===== src/rtl/serial_word_tx.sv =====
// serial_word_tx: transmit end of the 16-bit serial word link.
// Serializes a parallel word LSB first onto DATA with a one-cycle ENABLE
// strobe per bit, optionally spacing bits by BIT_GAP idle cycles.
// Optional feature macro: SERIAL_TX_DOUBLE_BUFFER_EN adds a one-word holding
// register so a following word streams out with no idle cycle between frames.
module serial_word_tx #(
  parameter int WIDTH   = 16,
  parameter int BIT_GAP = 0
) (
  input  logic             CLOCK,
  input  logic             RESET_N,
  input  logic             LOAD,
  input  logic [WIDTH-1:0] DATA_IN,
  output logic             READY,
  output logic             DATA,
  output logic             ENABLE,
  output logic             BUSY,
  output logic             DONE
);

  localparam int CNT_W = $clog2(WIDTH) + 1;

  localparam logic [1:0] S_IDLE = 2'd0;
  localparam logic [1:0] S_BIT  = 2'd1;
  localparam logic [1:0] S_GAP  = 2'd2;

  localparam logic [CNT_W-1:0] LAST_CNT = CNT_W'(WIDTH - 1);
  localparam logic [7:0]       GAP_LOAD = 8'(BIT_GAP);

  logic [1:0]       state_q, state_d;
  logic [WIDTH-1:0] shift_q, shift_d;
  logic [CNT_W-1:0] cnt_q, cnt_d;
  logic [7:0]       gap_q, gap_d;
  logic             ready_q, ready_d;
  logic             data_q, data_d;
  logic             enable_q, enable_d;
  logic             busy_q, busy_d;
  logic             done_q, done_d;
`ifdef SERIAL_TX_DOUBLE_BUFFER_EN
  logic [WIDTH-1:0] hold_q, hold_d;
  logic             hold_full_q, hold_full_d;
`endif

  logic accept;
  assign accept = LOAD & ready_q;

  // Next-state logic: frame sequencing, shifting and output decode.
  always_comb begin
    state_d  = state_q;
    shift_d  = shift_q;
    cnt_d    = cnt_q;
    gap_d    = gap_q;
    data_d   = data_q;   // DATA holds its last value when no bit is strobed
    enable_d = 1'b0;
    done_d   = 1'b0;
`ifdef SERIAL_TX_DOUBLE_BUFFER_EN
    hold_d      = hold_q;
    hold_full_d = hold_full_q;
`endif
    case (state_q)
      S_IDLE: begin
`ifdef SERIAL_TX_DOUBLE_BUFFER_EN
        // A word parked on the drain edge is started one edge later.
        if (hold_full_q) begin
          shift_d     = hold_q;
          hold_full_d = 1'b0;
          state_d     = S_BIT;
          cnt_d       = '0;
          enable_d    = 1'b1;
          data_d      = hold_q[0];
        end else if (accept) begin
          shift_d  = DATA_IN;
          state_d  = S_BIT;
          cnt_d    = '0;
          enable_d = 1'b1;
          data_d   = DATA_IN[0];
        end
`else
        if (accept) begin
          shift_d  = DATA_IN;
          state_d  = S_BIT;
          cnt_d    = '0;
          enable_d = 1'b1;
          data_d   = DATA_IN[0];
        end
`endif
      end
      S_BIT: begin
        shift_d = shift_q >> 1;
        cnt_d   = cnt_q + 1'b1;
        if (cnt_q == LAST_CNT) begin
          // Last bit just went out: no trailing gap after it.
          done_d  = 1'b1;
          state_d = S_IDLE;
`ifdef SERIAL_TX_DOUBLE_BUFFER_EN
          if (hold_full_q) begin
            shift_d     = hold_q;
            hold_full_d = 1'b0;
            cnt_d       = '0;
            state_d     = S_BIT;
            enable_d    = 1'b1;
            data_d      = hold_q[0];
          end
`endif
        end else if (BIT_GAP > 0) begin
          state_d = S_GAP;
          gap_d   = GAP_LOAD;
        end else begin
          enable_d = 1'b1;
          data_d   = shift_d[0];
        end
      end
      S_GAP: begin
        gap_d = gap_q - 8'd1;
        if (gap_q == 8'd1) begin
          state_d  = S_BIT;
          enable_d = 1'b1;
          data_d   = shift_q[0];
        end
      end
      default: state_d = S_IDLE;
    endcase
`ifdef SERIAL_TX_DOUBLE_BUFFER_EN
    // A word accepted mid-frame (or on the drain edge) is parked.
    if (accept && (state_q != S_IDLE)) begin
      hold_d      = DATA_IN;
      hold_full_d = 1'b1;
    end
    ready_d = !hold_full_d;
`else
    ready_d = (state_d == S_IDLE);
`endif
    busy_d = (state_d != S_IDLE);
  end

  // State and registered outputs; reset aborts any frame in progress.
  always_ff @(posedge CLOCK or negedge RESET_N) begin
    if (!RESET_N) begin
      state_q  <= S_IDLE;
      shift_q  <= '0;
      cnt_q    <= '0;
      gap_q    <= '0;
      ready_q  <= 1'b1;
      data_q   <= 1'b0;
      enable_q <= 1'b0;
      busy_q   <= 1'b0;
      done_q   <= 1'b0;
`ifdef SERIAL_TX_DOUBLE_BUFFER_EN
      hold_q      <= '0;
      hold_full_q <= 1'b0;
`endif
    end else begin
      state_q  <= state_d;
      shift_q  <= shift_d;
      cnt_q    <= cnt_d;
      gap_q    <= gap_d;
      ready_q  <= ready_d;
      data_q   <= data_d;
      enable_q <= enable_d;
      busy_q   <= busy_d;
      done_q   <= done_d;
`ifdef SERIAL_TX_DOUBLE_BUFFER_EN
      hold_q      <= hold_d;
      hold_full_q <= hold_full_d;
`endif
    end
  end

  assign READY  = ready_q;
  assign DATA   = data_q;
  assign ENABLE = enable_q;
  assign BUSY   = busy_q;
  assign DONE   = done_q;

endmodule


===== config.mk =====
export PLATFORM = sky130hd
export DESIGN_NAME = serial_word_tx
export DESIGN_NICKNAME = d
export VERILOG_FILES = /design/src/rtl/serial_word_tx.sv
export SDC_FILE = /design/constraint.sdc
export NUM_CORES = 1
export LEC_CHECK = 0
export ABC_AREA = 1
export BUFFER_PORTS_ARGS = -buffer_cell sky130_fd_sc_hd__buf_2
export CORE_ASPECT_RATIO = 0.9
export CORE_MARGIN = 2
export CORE_UTILIZATION = 35
export DETAILED_ROUTE_END_ITERATION = 7
export GPL_TIMING_DRIVEN = 1
export PLACE_DENSITY_LB_ADDON = 0.25
export SKIP_CTS_REPAIR_TIMING = 1
export SLEW_MARGIN = 5
export SYNTH_ARGS = -nofsm -noshare
export SYNTH_HDL_FRONTEND = slang
export SYNTH_SLANG_ARGS = --single-unit

===== constraint.sdc =====
create_clock -name CLOCK -period 1.8 [get_ports CLOCK]
set_clock_uncertainty 0.05 [all_clocks]
set_input_delay 0.18 -clock CLOCK [delete_from_list [all_inputs] [get_ports CLOCK]]
set_output_delay 0.18 -clock CLOCK [all_outputs]
set_load 0.005 [all_outputs]

==> metrics.log <==
INFO  metric finalMaxSlewViolations = 0
INFO  metric synth_cell_type_count = 25
INFO  metric syn_inst = 208
INFO  metric criticalPathCategory = flip-flop to flip-flop
INFO  metric floorplan_core_area = 4865 um^2
INFO  metric worst-path-buf-inv = 3
INFO  metric outcome = complete, no violations
INFO  metric hpwlAfterDp = 2.356 mm
INFO  metric multi_input_area = 738.2 um^2
INFO  metric timing.critical_path.required = 1.93 ns
INFO  metric worst_slew_margin_rel = 69.61%
INFO  metric drt-vias-per-instance = 4.432
INFO  metric clkSlewWorstSetupHoldPaths = 0.07 ns
INFO  metric timing.reg2reg.setup_slack = 0.18 ns
INFO  metric peakVddDrop = 0.0005658 V
INFO  metric min-delay-start = DATA_IN[10]
INFO  metric worst-r2r-cell-count = 9
INFO  metric gp_congestion = 0.7439
INFO  metric finish.net_count = 269
INFO  metric total_power = 3.112 mW
INFO  metric yosys_register_bits = 36
INFO  metric fmax = 0.6163 GHz
INFO  metric drt-pass1-iter-count = 5
INFO  metric io_pins = 24
INFO  metric starting_utilization_of_the_core_area = 36.37%
INFO  metric timing.critical_path.fanout_max = 19
INFO  metric critical_path.reg2reg.endpoint = cnt_q[3]$_DFFE_PN0P_
INFO  metric critPathLaunchType = flip-flop
INFO  metric grt_start_max_net_pins = 37
INFO  metric critPathSlowestCell = dfrtp_1
INFO  metric crit-reg2reg-launch = state_q[0]$_DFF_PN0_
INFO  metric cpMostUsedCell = buf_12
INFO  metric finalSetupViolCount = 0
INFO  metric htree_levels = 2
INFO  metric clock_insertion_delay_at_the_later_pin_of_the_skew_report = 0.29 ns
INFO  metric first_pass_grt_wire_length = 6.037 mm
INFO  metric route.final.wire_length = 3.341 mm
INFO  metric synth_area = 1769 um^2
INFO  metric flow.area_growth_from_synthesis = 19.94%
INFO  metric worst_hold_path.num_cells = 3
INFO  metric drt-initial-drc-count = 123
INFO  metric grt_antenna_before_repair = 0
INFO  metric num_antenna_cells = 0
INFO  metric final.period_utilization = 90.15%
INFO  metric fillers = 508
INFO  metric tritoncts = built
INFO  metric timing.critical_path.cells = inv_1 > ha_1 > nand3_2 > o21ai_4 > buf_12 > buf_12 > nand3_1 > nand2_1 > nor2_1
INFO  metric total_gr_overflow = 0
INFO  metric worst_slack = 0.1774 ns
INFO  metric route.vias.total = 1,365
INFO  metric synthesis.yosys.warnings = 0
INFO  metric rsz_0062_raised_after_global_routing = false
INFO  metric post_route_cells_drive_above_1_share = 20.58%
INFO  metric maxCapViolations = 0
INFO  metric timing_hold_violations_final = 0
INFO  metric floorplan.die.height = 71.45 um
INFO  metric power-per-cell-area = 1467 nW/um^2
INFO  metric worstHoldPathType = primary input to flip-flop
INFO  metric clockBufferDepth = 2
INFO  metric yosysSeqAreaShare = 50.99%
INFO  metric worst_hold_path.endpoint = shift_q[10]$_DFFE_PN0P_
INFO  metric post-route-drc-count = 0
INFO  metric post_synth.cell_area_avg = 8.506 um^2
INFO  metric layout.cells.most_common = nand2_1
INFO  metric crit_cells = 9
INFO  metric detail-route-antenna-nets = 0
INFO  metric syn_nets = 235
INFO  metric tritoncts_num_sinks = 36
INFO  metric static_power_due_to_leakage = 1.091 nW
INFO  metric layout.area.seq = 902.1 um^2
INFO  metric worst_slew_pin_slew = 0.4559 ns
INFO  metric ctsRootBufferMaster = clkbuf_8
INFO  metric pre_cts_slack = 0.1415 ns
INFO  metric die_width = 78.95 um
INFO  metric route.detailed.wl_per_inst = 10.85 um
INFO  metric total_track_usage = 13.70%
INFO  metric crit_path_max_incr_delay = 0.42 ns
INFO  metric tritoncts.num_buffers = 5
INFO  metric final.min_clock_period = 1.623 ns
INFO  metric worst-endpoint-arrival = 1.76 ns
INFO  metric path_delay_family = flip-flops
INFO  metric mostFrequentLayoutCells = nand2_1, dfrtp_1, nor2_1
INFO  metric die_outline_area = 5641 um^2
INFO  metric first_global_vias = 1,315
INFO  metric fin_setup_tns = 0 ns
INFO  metric floorplan.rows = 24
INFO  metric timing.critical_path.to_type = flip-flop
INFO  metric port_buffers = 23
[worst reg2reg max path, stage by stage, from the launching register on]
cell,delay [ns]
dfrtp_1,0.42
inv_1,0.10
ha_1,0.27
nand3_2,0.14
o21ai_4,0.09
buf_12,0.15
buf_12,0.15
nand3_1,0.07
nand2_1,0.06
nor2_1,0.04
[sequential cells by signal (all words and copies together), names as in the netlist]
name,cells
BUSY,1
READY,1
cnt_q,5
shift_q,16
gap_q,8
DATA,1
DONE,1
ENABLE,1
state_q,2
[through the flow]
stage	cell area (um^2)	cells	hold slack [ns]	utilization, %
global placement	1964	294	0.2056	40.38
detailed placement	1964	294	0.2070	40.38
CTS	2057	302	-0.1129	42.28
finish	2122	308	0.08914	43.62
floorplan	1769	208	-0.1656	-
global route	2122	308	0.1058	43.62
[worst max path at each step]
| stage | startpoint | to |
|---|---|---|
| after CTS | state_q[1]$_DFF_PN0_ | cnt_q[3]$_DFFE_PN0P_ |
| after detailed placement | state_q[0]$_DFF_PN0_ | cnt_q[3]$_DFFE_PN0P_ |
| after global routing | state_q[1]$_DFF_PN0_ | shift_q[8]$_DFFE_PN0P_ |
| after global placement | cnt_q[0]$_DFFE_PN0P_ | READY$_DFF_PN1_ |
| after floorplan | cnt_q[0]$_DFFE_PN0P_ | READY$_DFF_PN1_ |
| final | state_q[0]$_DFF_PN0_ | cnt_q[3]$_DFFE_PN0P_ |
[cell usage after synthesis]
master	instances	area, um^2
nand3_1	6	30.03
xnor2_1	1	8.760
nand3_2	1	10.01
inv_2	2	7.510
buf_2	2	10.01
a21oi_1	4	20.02
xor2_1	4	35.03
o221ai_1	1	8.760
o21ai_4	1	16.27
nor2_2	1	6.260
nor3_1	1	5.000
buf_6	2	22.52
buf_4	1	7.510
a31oi_1	13	81.33
o22ai_1	1	6.260
clkbuf_1	1	3.750
dfrtp_1	35	875.8
inv_1	22	82.58
nor2_1	28	105.1
o21ai_0	8	40.04
a31oi_2	2	25.02
dfstp_2	1	26.28
nand2_1	61	229.0
ha_1	8	100.1
nand4_1	1	6.260
[area by class of cell]
cell class                 count  share of cell area, %
clock buffer                   6                  3.892
timing repair buffer          33                  10.26
inverter                      24                  4.245
sequential                    36                  42.51
tap                           65                  3.833
multi-input combinational    142                  34.79
clock inverter                 2                 0.4717
[per-layer routing]
| layer | part of all wire, % | global-route usage [%] | vias to the layer above |
|---|---|---|---|
| met5 | 0 | 0 | - |
| met4 | 2.1 | 6.322 | 0 |
| met3 | 2.7 | 3.023 | 7 |
| met2 | 42 | 19.47 | 20 |
| met1 | 53 | 20.05 | 609 |
| li1 | - | - | 729 |
[cell families (layout without fill, tap and decap cells)]
kind of cell / Yosys count / count (layout) / synth area share [%]
AND/OR/NAND/NOR: 99 / 99 / 22.14
flip-flops: 36 / 36 / 50.99
AO/OA/AOI/OAI: 30 / 30 / 11.17
buffers and inverters: 30 / 65 / 7.567
adder cells (fa/ha/maj): 8 / 8 / 5.658
XOR/XNOR: 5 / 5 / 2.475
[power by group]
| part | switching [mW] | internal, mW | leakage, nW |
|---|---|---|---|
| sequential | 0.150 | 1.09 | 0.446 |
| combinational | 0.720 | 0.566 | 0.594 |
| clock | 0.282 | 0.305 | 0.0510 |
| total | 1.15 | 1.96 | 1.09 |
No activity file was read; power rests on OpenSTA's default activity.
